## src/rtl/an_code_pkg.sv

```systemverilog
// Shared definitions for the AN-code single-error-correction search.
// Holds the default code parameters, the result status encoding and the
// search FSM state encoding.
package an_code_pkg;

  localparam int unsigned DefaultA  = 6311;
  localparam int unsigned DefaultRw = 13;
  localparam int unsigned DefaultCw = 33;

  // Result status reported alongside the corrected codeword (2'b11 reserved).
  typedef enum logic [1:0] {
    ST_NOERR  = 2'b00,
    ST_CORR   = 2'b01,
    ST_UNCORR = 2'b10
  } an_status_e;

  typedef enum logic [1:0] {
    StIdle,
    StSearch,
    StDone
  } an_state_e;

endpackage

```

## src/rtl/an_mod_double.sv

```systemverilog
// Combinational modular doubling step: dbl_o = (2 * pos_i) mod A.
// pos_i must lie in [0, A-1]; the doubled value is formed in RW+1 bits so a
// single conditional subtraction of A is enough to reduce it.
// Ports:
//   pos_i  current residue 2^(k-1) mod A
//   dbl_o  next residue 2^k mod A
module an_mod_double
  import an_code_pkg::*;
#(
  parameter int unsigned A  = DefaultA,
  parameter int unsigned RW = DefaultRw
) (
  input  logic [RW-1:0] pos_i,
  output logic [RW-1:0] dbl_o
);

  localparam logic [RW:0] AExt = (RW+1)'(A);

  logic [RW:0] two;
  logic [RW:0] red;

  always_comb begin
    two   = {pos_i, 1'b0};
    red   = two - AExt;
    dbl_o = (two >= AExt) ? red[RW-1:0] : two[RW-1:0];
  end

endmodule

```

## src/rtl/an_sec_search.sv

```systemverilog
// AN-code single-error correction by sequential search.
// Given a codeword and its residue mod A, walks k = 1..NPOS comparing the
// residue against +2^(k-1) mod A and -2^(k-1) mod A; the first hit names the
// erroneous bit and sign, and the codeword is corrected by the opposite value.
// Ports:
//   clk, rst_n                   clock, synchronous active-low reset
//   in_valid/in_ready            request handshake (ready only when idle)
//   in_code, in_rem              received codeword and its residue mod A
//   out_valid/out_ready          result handshake (valid only in done)
//   out_code, out_loc, out_status corrected word, signed location, status
module an_sec_search
  import an_code_pkg::*;
#(
  parameter int unsigned A    = DefaultA,
  parameter int unsigned RW   = DefaultRw,
  parameter int unsigned CW   = DefaultCw,
  parameter int unsigned NPOS = 33,
  parameter int unsigned LW   = 7
) (
  input  logic                 clk,
  input  logic                 rst_n,
  input  logic                 in_valid,
  output logic                 in_ready,
  input  logic [CW-1:0]        in_code,
  input  logic [RW-1:0]        in_rem,
  output logic                 out_valid,
  input  logic                 out_ready,
  output logic [CW-1:0]        out_code,
  output logic signed [LW-1:0] out_loc,
  output logic [1:0]           out_status
);

  if ((A % 2 == 0) || (A < 3)) begin : g_bad_a
    $error("an_sec_search: parameter A must be odd and at least 3");
  end

  localparam logic [RW:0]   AExt  = (RW+1)'(A);
  localparam logic [RW-1:0] AM1   = RW'(A - 1);
  localparam logic [LW-1:0] KOne  = LW'(1);
  localparam logic [LW-1:0] KLast = LW'(NPOS);

  an_state_e         state_q, state_d;
  logic [CW-1:0]     code_q, code_d;
  logic [RW-1:0]     rem_q, rem_d;
  logic [LW-1:0]     k_q, k_d;
  logic [RW-1:0]     pos_q, pos_d;
  logic [RW-1:0]     neg_q, neg_d;
  logic [CW-1:0]     out_code_q, out_code_d;
  logic [LW-1:0]     out_loc_q, out_loc_d;
  an_status_e        out_status_q, out_status_d;

  logic [RW-1:0]     pos_dbl;
  logic [RW:0]       neg_next;
  logic [CW:0]       bit_val;
  logic [CW:0]       code_sub;
  logic [CW:0]       code_add;

  an_mod_double #(
    .A  (A),
    .RW (RW)
  ) u_mod_double (
    .pos_i (pos_q),
    .dbl_o (pos_dbl)
  );

  always_comb begin
    state_d      = state_q;
    code_d       = code_q;
    rem_d        = rem_q;
    k_d          = k_q;
    pos_d        = pos_q;
    neg_d        = neg_q;
    out_code_d   = out_code_q;
    out_loc_d    = out_loc_q;
    out_status_d = out_status_q;

    neg_next = AExt - {1'b0, pos_dbl};
    // Candidate error magnitude 2^(k-1); the extra top bit catches wrap.
    bit_val  = {{CW{1'b0}}, 1'b1} << (k_q - KOne);
    code_sub = {1'b0, code_q} - bit_val;
    code_add = {1'b0, code_q} + bit_val;

    unique case (state_q)
      StIdle: begin
        if (in_valid) begin
          code_d = in_code;
          rem_d  = in_rem;
          if (in_rem == '0) begin
            state_d      = StDone;
            out_code_d   = in_code;
            out_loc_d    = '0;
            out_status_d = ST_NOERR;
          end else if ({1'b0, in_rem} >= AExt) begin
            // Residue out of range cannot come from a single-bit error.
            state_d      = StDone;
            out_code_d   = in_code;
            out_loc_d    = '0;
            out_status_d = ST_UNCORR;
          end else begin
            state_d = StSearch;
            k_d     = KOne;
            pos_d   = RW'(1);
            neg_d   = AM1;
          end
        end
      end

      StSearch: begin
        if (rem_q == pos_q) begin
          // Error of +2^(k-1): subtract it back out.
          state_d = StDone;
          if (code_sub[CW]) begin
            out_code_d   = code_q;
            out_loc_d    = '0;
            out_status_d = ST_UNCORR;
          end else begin
            out_code_d   = code_sub[CW-1:0];
            out_loc_d    = k_q;
            out_status_d = ST_CORR;
          end
        end else if (rem_q == neg_q) begin
          // Error of -2^(k-1): add it back in.
          state_d = StDone;
          if (code_add[CW]) begin
            out_code_d   = code_q;
            out_loc_d    = '0;
            out_status_d = ST_UNCORR;
          end else begin
            out_code_d   = code_add[CW-1:0];
            out_loc_d    = -k_q;
            out_status_d = ST_CORR;
          end
        end else if (k_q == KLast) begin
          state_d      = StDone;
          out_code_d   = code_q;
          out_loc_d    = '0;
          out_status_d = ST_UNCORR;
        end else begin
          k_d   = k_q + KOne;
          pos_d = pos_dbl;
          neg_d = neg_next[RW-1:0];
        end
      end

      StDone: begin
        if (out_ready) state_d = StIdle;
      end

      default: state_d = StIdle;
    endcase
  end

  always_ff @(posedge clk) begin
    if (!rst_n) begin
      state_q      <= StIdle;
      code_q       <= '0;
      rem_q        <= '0;
      k_q          <= '0;
      pos_q        <= '0;
      neg_q        <= '0;
      out_code_q   <= '0;
      out_loc_q    <= '0;
      out_status_q <= ST_NOERR;
    end else begin
      state_q      <= state_d;
      code_q       <= code_d;
      rem_q        <= rem_d;
      k_q          <= k_d;
      pos_q        <= pos_d;
      neg_q        <= neg_d;
      out_code_q   <= out_code_d;
      out_loc_q    <= out_loc_d;
      out_status_q <= out_status_d;
    end
  end

  assign in_ready   = (state_q == StIdle);
  assign out_valid  = (state_q == StDone);
  assign out_code   = out_code_q;
  assign out_loc    = $signed(out_loc_q);
  assign out_status = out_status_q;

endmodule

```

## config.mk

```make
export PLATFORM = sky130hd
export DESIGN_NAME = an_sec_search
export DESIGN_NICKNAME = d
export VERILOG_FILES = /design/src/rtl/an_code_pkg.sv /design/src/rtl/an_mod_double.sv /design/src/rtl/an_sec_search.sv
export SDC_FILE = /design/constraint.sdc
export NUM_CORES = 1
export LEC_CHECK = 0
export ABC_AREA = 1
export CORE_ASPECT_RATIO = 1.2
export CORE_MARGIN = 3
export CORE_UTILIZATION = 40
export CTS_BUF_LIST = sky130_fd_sc_hd__clkbuf_4 sky130_fd_sc_hd__clkbuf_8 sky130_fd_sc_hd__clkbuf_16
export DETAILED_ROUTE_END_ITERATION = 8
export SLEW_MARGIN = 20
export SYNTH_ARGS = -nofsm -noshare
export SYNTH_HDL_FRONTEND = slang
export SYNTH_HIERARCHICAL = 1
export SYNTH_SLANG_ARGS = --single-unit
```

## constraint.sdc

```tcl
create_clock -name clk -period 4.4 [get_ports clk]
set_input_delay 1.1 -clock clk [delete_from_list [all_inputs] [get_ports clk]]
set_output_delay 1.1 -clock clk [all_outputs]
set_load 0.02 [all_outputs]
```

After elaboration in Yosys (flattened, before gate mapping)

Cells that the tools add are included.

Reduce and logical (&&, ||, !) cells: 7
Div/mod/pow operators: 0
Shifts and indexed selects: 1
$lt $le $gt $ge: 2
Bitwise gates (word level): 0
Eq/ne operators: 14
$add $sub $neg: 7
Muxes and demuxes: 56
$mul: 0

Operators by type and width:

| cell                                                   | number |
|---|---|
| two-way mux 33 bit                                     | 8 |
| two-way mux 13 bit                                     | 13 |
| two-way mux 7 bit                                      | 14 |
| one-hot mux 33 bit (2 select lines)                    | 1 |
| one-hot mux 13 bit (2 select lines)                    | 2 |
| adder 33 x 34 -> 34 bit                                | 1 |
| left shift 1 x 7 -> 34 bit (first input constant)      | 1 |
| subtractor 33 x 34 -> 34 bit                           | 1 |
| two-way mux 2 bit                                      | 14 |
| one-hot mux 7 bit (2 select lines)                     | 2 |
| == test 13 bit                                         | 2 |
| >= comparator 14 x 13 -> 1 bit (second input constant) | 1 |
| >= comparator 13 bit (second input constant)           | 1 |
| logical NOT 13 bit                                     | 1 |
| subtractor 13 bit (first input constant)               | 1 |
| subtractor 13 bit (second input constant)              | 1 |
| != test 2 bit (second input constant)                  | 6 |
| adder 7 x 1 -> 7 bit (second input constant)           | 1 |
| == test 7 x 6 -> 1 bit (second input constant)         | 1 |
| negator 7 bit                                          | 1 |
| AND reduction 7 bit                                    | 1 |
| subtractor 7 x 1 -> 7 bit (second input constant)      | 1 |
| one-hot mux 2 bit (3 select lines)                     | 1 |
| != test 4 bit (second input constant)                  | 1 |
| other kinds (10)                                       | 10 |

Bits in writable memories: 0
Word-level logic and storage cells: 96
Memories kept: 0
Output and inout port bits: 44
ROM bits: 0
Register bits: 123
Input port bits: 50
Latch bits: 0

Depth between registers and ports, before layout

Gate-level depths: netlist of run 1.

Depth after elaboration: 7
Gate-level depth with buffers: 33
Depth with buffers taken out: 30

Modules after synthesis

Netlist of run 1, hierarchy kept.

By module, submodules not included:

| module        | times used | area each (µm²) | cells each | seq. area each (µm²) |
|---|---|---|---|---|
| an_sec_search | 1          | 11767.5         | 2038       | 2442.3 |
| an_mod_double | 1          | 432.9           | 75         | 0.0 |

Worst setup path after synthesis of run 1

No wires, ideal clock.

Path type: register to register
Start point: register k_q[0]
End point: register out_code_q[19], in the netlist out_code[19]
Required time: 4.268 ns
Period minus slack after synthesis: 3.880 ns
Path buffers: 3
Data arrival time: 3.748 ns
Path slack: 0.520 ns
Cell stages (with the launch flop): 29
Library setup time: 0.132 ns
Cells stage by stage: dfxtp_1 -> inv_1 -> ha_1 -> nand4_1 -> xor2_1 -> inv_1 -> nor2_1 -> inv_1 -> nor2_1 -> inv_1 -> clkbuf_1 -> nor2_1 -> inv_1 -> ha_1 -> buf_2 -> inv_1 -> o21bai_1 -> a21boi_0 -> nand2_1 -> a21oi_4 -> nand2_2 -> nand2_2 -> nand2_2 -> buf_4 -> nand3_1 -> nand2_1 -> nand3b_1 -> nand2_1 -> a21oi_1

Word-level cells in the longest chain between the ends: 7
Elaborated cells on any way between the ends: 12
Those cells by class: 3 x add/sub; 2 x eq/ne; 1 x shift; 5 x mux; 1 x reduce/logical

RTL lines:

| what                                | RTL line             | RTL |
|---|---|---|
| start: declaration                  | an_sec_search.sv:45  | `logic [LW-1:0] k_q, k_d;` |
| start signal: assignment            | an_sec_search.sv:168 | `k_q <= k_d;` |
| subtractor 7 x 1 -> 7 bit           | an_sec_search.sv:79  | `bit_val = {{CW{1'b0}}, 1'b1} << (k_q - KOne);` |
| left shift 1 x 7 -> 34 bit          | an_sec_search.sv:79  |  |
| adder 33 x 34 -> 34 bit             | an_sec_search.sv:81  | `code_add = {1'b0, code_q} + bit_val;` |
| two-way mux 33 bit                  | an_sec_search.sv:124 | `if (code_add[CW]) begin` |
| two-way mux 33 bit                  | an_sec_search.sv:121 | `end else if (rem_q == neg_q) begin` |
| two-way mux 33 bit                  | an_sec_search.sv:109 | `if (rem_q == pos_q) begin` |
| one-hot mux 33 bit (2 select lines) | an_sec_search.sv:83  | `unique case (state_q)` |
| end signal: assignment              | an_sec_search.sv:171 | `out_code_q <= out_code_d;` |
| end: declaration                    | an_sec_search.sv:48  | `logic [CW-1:0] out_code_q, out_code_d;` |

Several ways; a longest one is shown, not always the timed one.
A chain may end at the register's enable or synchronous reset.

Worst setup path after layout of run 1

Start point: register k_q[1]
End point: register out_code_q[18], in the netlist out_code[18]

The elaborated chain is that of the path after synthesis.

==> impl_metrics.env, run 1 <==
export IMPL_fin_skew_ns=0.0120
export IMPL_cts_tree="done"
export IMPL_status="completed"
export IMPL_syn_mean_instance_area_um2=5.77
export IMPL_post_drt_via_cell_ratio=5.35
export IMPL_drv_cap=0
export IMPL_ys_flop_type="dfxtp_1"
export IMPL_setup_viol=0
export IMPL_gp_congestion=1.02
export IMPL_dp_cells=2567
export IMPL_finalPower_mw=5.15
export IMPL_grt_pass1_wl_um=71700
export IMPL_areaGrowthSynthToFinish_pct=21.7
export IMPL_clk_latency_ns=0.42
export IMPL_fp_coreArea_um2=29900
export IMPL_crit_top_cell="inv_2"
export IMPL_first_pass_iters=5
export IMPL_grt_use_total_pct=28.5
export IMPL_p_per_area_nw_per_um2=347
export IMPL_min_delay_start="neg_q[10]"
export IMPL_p_leak_nw=6.92
export IMPL_num_vias=13997
export IMPL_whs_ns=0.463
export IMPL_reg2regPathDepth=27
export IMPL_path_clk_slew_ns=0.06
export IMPL_irDropWorstVdd_uv=298
export IMPL_slew_viol_final=0
export IMPL_initial_utilization_pct=40.8
export IMPL_max_stage_delay_ns=0.41
export IMPL_antenna_found_initial=0
export IMPL_mostFrequentLayoutCell="nand2_1"
export IMPL_cp_required_ns=4.72
export IMPL_cp_start_kind="flip-flop"
export IMPL_grt_max_degree=58
export IMPL_overflow=0
export IMPL_die_y_um=197
export IMPL_port_buffers=93
export IMPL_root_buffer="clkbuf_16"
export IMPL_ctsHoldBuffers=0
export IMPL_worstHoldPathType="reg -> reg"
export IMPL_grt_pass1_vias=13161
export IMPL_syn_num_nets=2240
export IMPL_worstMarginPinSlew_ns=1.02
export IMPL_async_reset_ff_share_pct=0
export IMPL_use_met2_pct=47.0
export IMPL_fin_crit_sh_pct=95.4
export IMPL_cp_max_fo=7
export IMPL_syn_area_um2=12200
export IMPL_use_met1_pct=37.1
export IMPL_crit_path_end="out_code[18]"
export IMPL_fmax_ghz=0.238
export IMPL_mostFrequentLayoutCells="nand2_1, inv_1, nor2_1"
export IMPL_hpwl_um=38000
export IMPL_ys_seq_area_share_pct=20.0
export IMPL_use_met3_pct=3.59
export IMPL_cpMaxStageDelayCell="ha_2"
export IMPL_io_pins=94
export IMPL_final_antenna_net_count=0
export IMPL_num_antenna_cells=0
export IMPL_synth_cell_types=54
export IMPL_rows=69
export IMPL_yosysWarnings=6
export IMPL_reg2reg_slack_ns=0.20
export IMPL_path_class="reg -> reg"
export IMPL_synth_seq_cells=122
export IMPL_endpoint_kind="flip-flop"
export IMPL_clk_path_buf_depth=2
export IMPL_layout_nets=2341
export IMPL_finalHoldViolations=0
export IMPL_dieWidth_um=165
export IMPL_synth_edf_count=0
export IMPL_cts_buffers=17
export IMPL_drt_iter0_drc=1310
export IMPL_wl_um=47600
export IMPL_wl_per_cell_um=18.2
export IMPL_ctsHtreeMaxLevel=4
export IMPL_slew_limit_headroom_pct=32.2
export IMPL_reg2reg_from="k_q[1]"
export IMPL_drive_gt1_share_pct=12.0
export IMPL_die_area_um2=32600
export IMPL_cts_sinks=122
export IMPL_fin_crit_ns=4.20
export IMPL_crit_arrival_ns=4.52
export IMPL_grt_busiest_layer="met2"
export IMPL_layout_cells_non_filler=2617
export IMPL_finalWorstSetupSlack_ns=0.201
export IMPL_reg2reg_to="out_code[18]"
export IMPL_crit_start="k_q[1]"
export IMPL_postSynthCellCount=2113
export IMPL_route_detailed_drc=0
export IMPL_dpl_worst_slack_ns=0.0650
[metrics by stage]
stage	setup TNS, ns	util (%)	cell area [µm²]
3_5_place_dp	0	45.7	13700
6_report	0	49.7	14900
2_1_floorplan	0	-	12200
5_1_grt	-0.981	49.7	14900
3_3_place_gp	0	45.7	13700
4_1_cts	0	47.6	14200
[flip-flops by register name (all words and copies together), names as in the netlist]
signal,count
k_q,7
state_q,2
out_status,2
code_q,33
out_code,33
rem_q,13
out_loc,7
neg_q,12
pos_q,13
[critical path, delay by kind of cell, from the launching register on]
kind,cells,cell delay (ns)
and+or+nand+nor,12,1.39
adders and majority gates,2,0.59
buffers and inverters,8,0.84
xor gates and xnor gates,1,0.23
AOI/OAI and AO/OA,4,0.72
DFF,1,0.31
[cells in the mapped netlist, types with 18 or more instances]
cell type,instances,area [µm²]
a21oi_1,156,781
buf_2,28,140
clkbuf_1,37,139
dfxtp_1,122,2440
ha_1,75,938
inv_1,313,1170
nand2_1,593,2230
nand3_1,155,776
nand4_1,56,350
nor2_1,262,983
nor3_1,18,90.1
o21ai_0,85,425
xor2_1,49,429
[how the worst min path moves through the flow]
stage / end / depth (start not counted)
after floorplan: neg_q[10] / 2
after global placement: neg_q[10] / 2
after detailed placement: neg_q[10] / 2
after CTS: neg_q[10] / 2
after global routing: out_code[5] / 2
final: neg_q[10] / 2
[power breakdown]
group	leakage [nW]	switching, mW	internal, mW
Combinational	5.63	1.60	0.835
Clock	0.282	0.526	0.848
Sequential	1.00	0.132	1.21
Total	6.92	2.26	2.90
[cell type report]
cell class | count | area [µm²]
inverter | 325 | 1240
tap | 390 | 488
timing repair inverter | 2 | 12.5
fill | 3231 | 15000
multi-input combinational | 1582 | 8580
clock buffer | 19 | 447
sequential | 122 | 2440
timing repair buffer | 164 | 1510
clock inverter | 13 | 126
[per-layer routing]
metal	routed length (µm)	part of all wire (%)
met4	2170	4.6
met3	3480	7.3
met2	22200	47
met5	0	0
met1	19700	41
[cell families (layout without fill, tap and decap cells)]
family / after synthesis / count (layout) / share of synthesized area (%)
DFF: 122 / 122 / 20.0
buffers and inverters: 409 / 523 / 13.5
AOI/OAI and AO/OA: 292 / 292 / 13.2
xor gates and xnor gates: 63 / 63 / 4.58
adders and majority gates: 77 / 77 / 8.02
and+or+nand+nor: 1150 / 1150 / 40.7
[what timing repair did]
action,CTS,global route
setup endpoints to repair,0,42
buffers inserted,0,15
endpoints found under the hold margin,0,0
gates resized for setup,0,126
(Power assumes the default switching activity.)
==> inputs of run 2 (changes only) <==
--- a/config.mk
+++ b/config.mk
@@ -10,6 +10,7 @@
 export CORE_MARGIN = 3
 export CORE_UTILIZATION = 40
 export CTS_BUF_LIST = sky130_fd_sc_hd__clkbuf_4 sky130_fd_sc_hd__clkbuf_8 sky130_fd_sc_hd__clkbuf_16
+export CTS_CLUSTER_DIAMETER = 30
 export DETAILED_ROUTE_END_ITERATION = 8
 export SLEW_MARGIN = 20
 export SYNTH_ARGS = -nofsm -noshare
==> results of run 2 <==
Final layout, timing and power as in run 1 (identical DEF).
